**src/rtl/tff_pkg.sv**
```systemverilog
// Shared constants and helpers for the toggle-cell modulo counter.
package tff_pkg;

  // Direction encoding for the up input.
  localparam logic DIR_UP = 1'b1;
  localparam logic DIR_DN = 1'b0;

  // Saturate a load value at the highest legal count.
  function automatic int unsigned clamp_max(input int unsigned value, input int unsigned max);
    return (value > max) ? max : value;
  endfunction

endpackage

```
**src/rtl/tff_cell.sv**
```systemverilog
// Single-bit toggle storage cell: q flips on a rising edge when t is high.
module tff_cell (
  input  logic clc,
  input  logic rst_n,
  input  logic t,
  output logic q
);

  // Toggle register with asynchronous clear.
  always_ff @(posedge clc or negedge rst_n) begin
    if (!rst_n) begin
      q <= 1'b0;
    end else begin
      q <= q ^ t;
    end
  end

endmodule

```
**src/rtl/tff_mod_counter.sv**
```systemverilog
// Modulo up/down counter whose state lives entirely in toggle cells. The toggle
// vector is exported so external toggle stages can track the count in lockstep.
module tff_mod_counter
  import tff_pkg::*;
#(
  parameter int unsigned WIDTH = 4,
  parameter int unsigned MAX   = 2 ** WIDTH - 1
) (
  input  logic             clc,
  input  logic             rst_n,
  input  logic             clr,
  input  logic             load,
  input  logic [WIDTH-1:0] load_val,
  input  logic             en,
  input  logic             up,
  output logic [WIDTH-1:0] q,
  output logic [WIDTH-1:0] t_vec,
  output logic             tc,
  output logic             wrap
);

  localparam logic [WIDTH-1:0] MaxVal = WIDTH'(MAX);
  localparam logic [WIDTH-1:0] One    = WIDTH'(1);

  logic [WIDTH-1:0] d;

  // Next-state target in priority order clear > load > count > hold.
  always_comb begin
    d = q;
    if (clr) begin
      d = '0;
    end else if (load) begin
      d = WIDTH'(clamp_max(32'(load_val), MAX));
    end else if (en) begin
      case (up)
        DIR_UP:  d = (q == MaxVal) ? '0 : q + One;
        DIR_DN:  d = (q == '0) ? MaxVal : q - One;
        default: d = q;
      endcase
    end
  end

  // Toggle enables and terminal count; load/clear mask the wrap indication.
  always_comb begin
    t_vec = q ^ d;
    tc    = en & ~clr & ~load & ((up == DIR_UP) ? (q == MaxVal) : (q == '0));
  end

  // State storage: one toggle cell per bit, driven only by t_vec.
  for (genvar i = 0; i < WIDTH; i++) begin : g_cell
    tff_cell u_cell (
      .clc   (clc),
      .rst_n (rst_n),
      .t     (t_vec[i]),
      .q     (q[i])
    );
  end

  // Wrap pulse: registered copy of tc, high for the cycle after a wrap step.
  always_ff @(posedge clc or negedge rst_n) begin
    if (!rst_n) begin
      wrap <= 1'b0;
    end else begin
      wrap <= tc;
    end
  end

endmodule

```
**config.mk**
```make
export PLATFORM = sky130hd
export DESIGN_NAME = tff_mod_counter
export DESIGN_NICKNAME = d
export VERILOG_FILES = /design/src/rtl/tff_pkg.sv /design/src/rtl/tff_cell.sv /design/src/rtl/tff_mod_counter.sv
export SDC_FILE = /design/constraint.sdc
export NUM_CORES = 1
export LEC_CHECK = 0
export BUFFER_PORTS_ARGS = -buffer_cell sky130_fd_sc_hd__buf_2
export CAP_MARGIN = 20
export CORE_AREA = 2 2 39 41
export DETAILED_ROUTE_END_ITERATION = 8
export DIE_AREA = 0 0 41 43
export GPL_TIMING_DRIVEN = 0
export PLACE_DENSITY = 0.85
export SLEW_MARGIN = 20
export SYNTH_ARGS = -nofsm -noshare
export SYNTH_HDL_FRONTEND = slang
export SYNTH_SLANG_ARGS = --single-unit
```
**constraint.sdc**
```tcl
create_clock -name clc -period 4.9 [get_ports clc]
set_input_delay 0.98 -clock clc [delete_from_list [all_inputs] [get_ports clc]]
set_output_delay 0.98 -clock clc [all_outputs]
set_load 0.1 [all_outputs]
```
==> results.md <==
| Metric | Value | Unit |
|:---|:---|:---|
| Worst Hold Slack | 0.540 | ns |
| Category of the worst setup path launch point | primary input | - |
| Post-DP HPWL | 1080 | um |
| Number of synthesized register bits | 5 | - |
| Max-cap violations | 0 | - |
| Per-cell routed wire length | 12.4 | um |
| Maximum vdd drop | 151 | uV |
| Synthesized netlist net count | 88 | - |
| Post-cts hold buffer count | 0 | - |
| Area of the core region | 1380 | um2 |
| Routed WL | 1400 | um |
| Pin count of the biggest net entering global routing | 11 | - |
| Worst relative slew slack | 0.678 | - |
| Routed vias/inst | 5.27 | - |
| Antenna diode instance count | 0 | - |
| Primary flip-flop cell chosen by synthesis mapping | sky130_fd_sc_hd__dfrtp_1 | - |
| Count of mapped cells out of synthesis | 76 | - |
| Total vias in the final route | 596 | - |
| Area added between synthesis and finish | 21.3 | % |
| Net Sw Power | 107 | uW |
| IO buf count | 17 | - |
| Average instance area after synthesis | 8.12 | um2 |
| Router iterations before antenna repair | 4 | - |
| Clk slew on worst S/H paths | 0.04 | ns |
| Grt ovf | 0 | - |
| First-pass GRT wire length | 2350 | um |
| Number of H-tree levels | 1 | - |
| Final worst-path cycle share | 0.700 | - |
| Post-placement cell area | 722 | um2 |
| Number of max-slew violations in the final report | 0 | - |
| Critical Path End Type | output port | - |
| Remaining antenna violation count after routing | 0 | - |
| Path type of the worst min-delay path | in -> async | - |
| Sequential cell fraction of total power | 0.224 | - |
| Register area | 125 | um2 |
| Logic pwr share | 0.552 | - |
| Synth top area share | 0.203 | - |
| Switching Share | 0.490 | - |
| Maximum net fanout on the critical path | 7 | - |
| Total Routing Usage GR | 0.195 | - |
| Number of buffers on the longest clock path | 2 | - |
| Slew at the pin closest to its max-slew limit | 0.486 | ns |
| Clock Skews | 0.000472 | ns |
| TritonCTS clock tree | yes | - |
| Most frequent cells after synthesis | 10 x sky130_fd_sc_hd__buf_4, 5 x sky130_fd_sc_hd__a21oi_1, 5 x sky130_fd_sc_hd__dfrtp_1, 5 x sky130_fd_sc_hd__inv_1, 5 x sky130_fd_sc_hd__nor2_1 | - |
| Layout cells sized above 1 | 0.392 | - |
| Final total negative setup slack | 0 | ns |
| Number of warnings printed during yosys synthesis | 0 | - |
| Endpoint required time on the critical path | 3.92 | ns |
| CTS Root Cell | sky130_fd_sc_hd__clkbuf_4 | - |
| Die Footprint | 1760 | um2 |
| Portion of the post-synthesis area used by sequential elements | 0.203 | - |
| Post-synth cell types | 36 | - |
| Leak | 0.000382 | uW |
| Num rows | 14 | - |
| Total count of hold-check failures in the final report | 0 | - |
| Filler-free cell count of the finished design | 113 | - |
| Synth Cell Area | 617 | um2 |
| Result of the run | finished clean | - |
| Cells resized by post-CTS repair | 0 | - |
| Final worst path period need | 3.43 | ns |
| Part of the total power dissipated in the clock network | 0.224 | - |
| Minimum setup slack among reg-to-reg paths | 3.09 | ns |
| Number of antenna violations at the first check in global routing | 0 | - |
| Areal power density over the cells | 292 | nW/um2 |
| Multi-input gate area in the final layout | 370 | um2 |
| Number of global-route vias before repair | 573 | - |
| Clock network latency to the later pin of the worst-skew pair | 0.24 | ns |
| Placed cell count | 109 | - |
| Most common cell in the synthesized netlist | sky130_fd_sc_hd__buf_4 | - |
| Sinks on the clock net | 5 | - |
| DRT iter0 DRCs | 20 | - |
| Post-CTS setup buffer count | 0 | - |
| Die extent in x | 41 | um |
| Cts bufs inserted | 3 | - |
| Internal power | 111 | uW |
| Number of enable-type register cells in the synthesized netlist | 0 | - |
| Final non-filler cell area | 748 | um2 |
| Largest cells by area after synthesis | sky130_fd_sc_hd__dfrtp_1 20%, sky130_fd_sc_hd__buf_4 12%, sky130_fd_sc_hd__mux2i_1 4.9%, sky130_fd_sc_hd__a21oi_1 4.1%, sky130_fd_sc_hd__ha_1 4.1% | - |
| Top cell type by total area after synthesis | sky130_fd_sc_hd__dfrtp_1 | - |
| Share of synthesized registers carrying an async set or reset | 1.00 | - |
| Worst setup path category | in -> out | - |
| Effective utilization at floorplan | 0.446 | - |
| Final weighted congestion in routability-driven placement | 0.844 | - |
| Highest Clock Rate | 292 | MHz |
| Remaining DRCs | 0 | - |
| Number of nets in the final layout | 110 | - |
| Number of placed I/O pins | 20 | - |
| Setup violators final | 0 | - |
| Data arrival time of the critical path | 2.45 | ns |
| Unrepaired setup endpoints after global routing | no | - |
| Die Height | 43 | um |
| Number of filler cells placed in the layout | 142 | - |
==> worst max-delay path, stage by stage <==
cell,delay (ns)
sky130_fd_sc_hd__buf_4,0.14
sky130_fd_sc_hd__or4b_1,0.53
sky130_fd_sc_hd__a211oi_1,0.30
sky130_fd_sc_hd__buf_2,0.49
==> routing by layer <==
layer	routed length (um)	track usage	up-vias
li1	-	-	304
met1	611	0.261	268
met2	688	0.272	22
met3	78	0.0471	2
met4	19	0.113	0
met5	0	0	-
==> worst paths after layout <==
kind                                           end  depth (start not counted)                from
max in group asynchronous                     wrap                          1               rst_n
worst min register to register  g_cell[0].u_cell.q                          4  g_cell[0].u_cell.q
worst max register to register  g_cell[3].u_cell.q                          5  g_cell[1].u_cell.q
worst max-delay path                            tc                          4                  up
worst min-delay path            g_cell[0].u_cell.q                          1               rst_n
min in group clc                g_cell[0].u_cell.q                          4  g_cell[0].u_cell.q
==> cells in the final DEF, fill, tap and decap left out, drive strengths merged, types with 2 or more instances in the layout <==
master   n
a21oi    5
o21ai    2
clkbuf   4
ha       2
inv      5
nor2b    4
nand2    4
nor2     5
o22a     2
nand2b   2
dfrtp    5
buf     30
nor3     2
o21a     2
mux2i    3
or4b     2
==> power groups by stage <==
| stage | sequential [uW] | combinational (uW) | clock [uW] |
|---|---|---|---|
| 2_1_floorplan | 49.2 | 102 | 0 |
| 3_3_place_gp | 49.2 | 118 | 0 |
| 3_5_place_dp | 49.7 | 120 | 0 |
| 4_1_cts | 49.0 | 121 | 51.6 |
| 5_1_grt | 49.6 | 129 | 55.6 |
| 6_report | 49.0 | 121 | 48.9 |
==> flip-flops by register name (all words and copies together) (netlist names) <==
| register | flops |
|---|---|
| wrap | 1 |
| g_cell.u_cell.q | 4 |
==> metrics by stage <==
step | total power [uW] | util | worst slack [ns]
floorplan | 151 | - | 0.0477
global route | 234 | 0.541 | 1.34
CTS | 221 | 0.541 | 1.47
finish | 219 | 0.541 | 1.47
global placement | 167 | 0.522 | 1.47
detailed placement | 170 | 0.522 | 1.48
==> kinds of logic (layout without fill, tap and decap cells) <==
kind of cell | Yosys count | count (layout) | share of synthesized area
XOR/XNOR | 2 | 2 | 0.0284
adder cells (fa/ha/maj) | 2 | 2 | 0.0406
flip-flops | 5 | 5 | 0.203
AND/OR/NAND/NOR | 23 | 23 | 0.209
multiplexers | 4 | 4 | 0.0669
buffers and inverters | 18 | 39 | 0.197
AO/OA/AOI/OAI | 22 | 22 | 0.256
==> final cells by class <==
class / count / share of cell area
Inverter: 5 / 0.0251
Buffer: 13 / 0.137
Sequential cell: 5 / 0.167
Clock buffer: 4 / 0.0351
Timing Repair Buffer: 17 / 0.114
Multi-Input combinational cell: 53 / 0.495
Tap cell: 16 / 0.0268
Power figures use the tool's default switching activity.
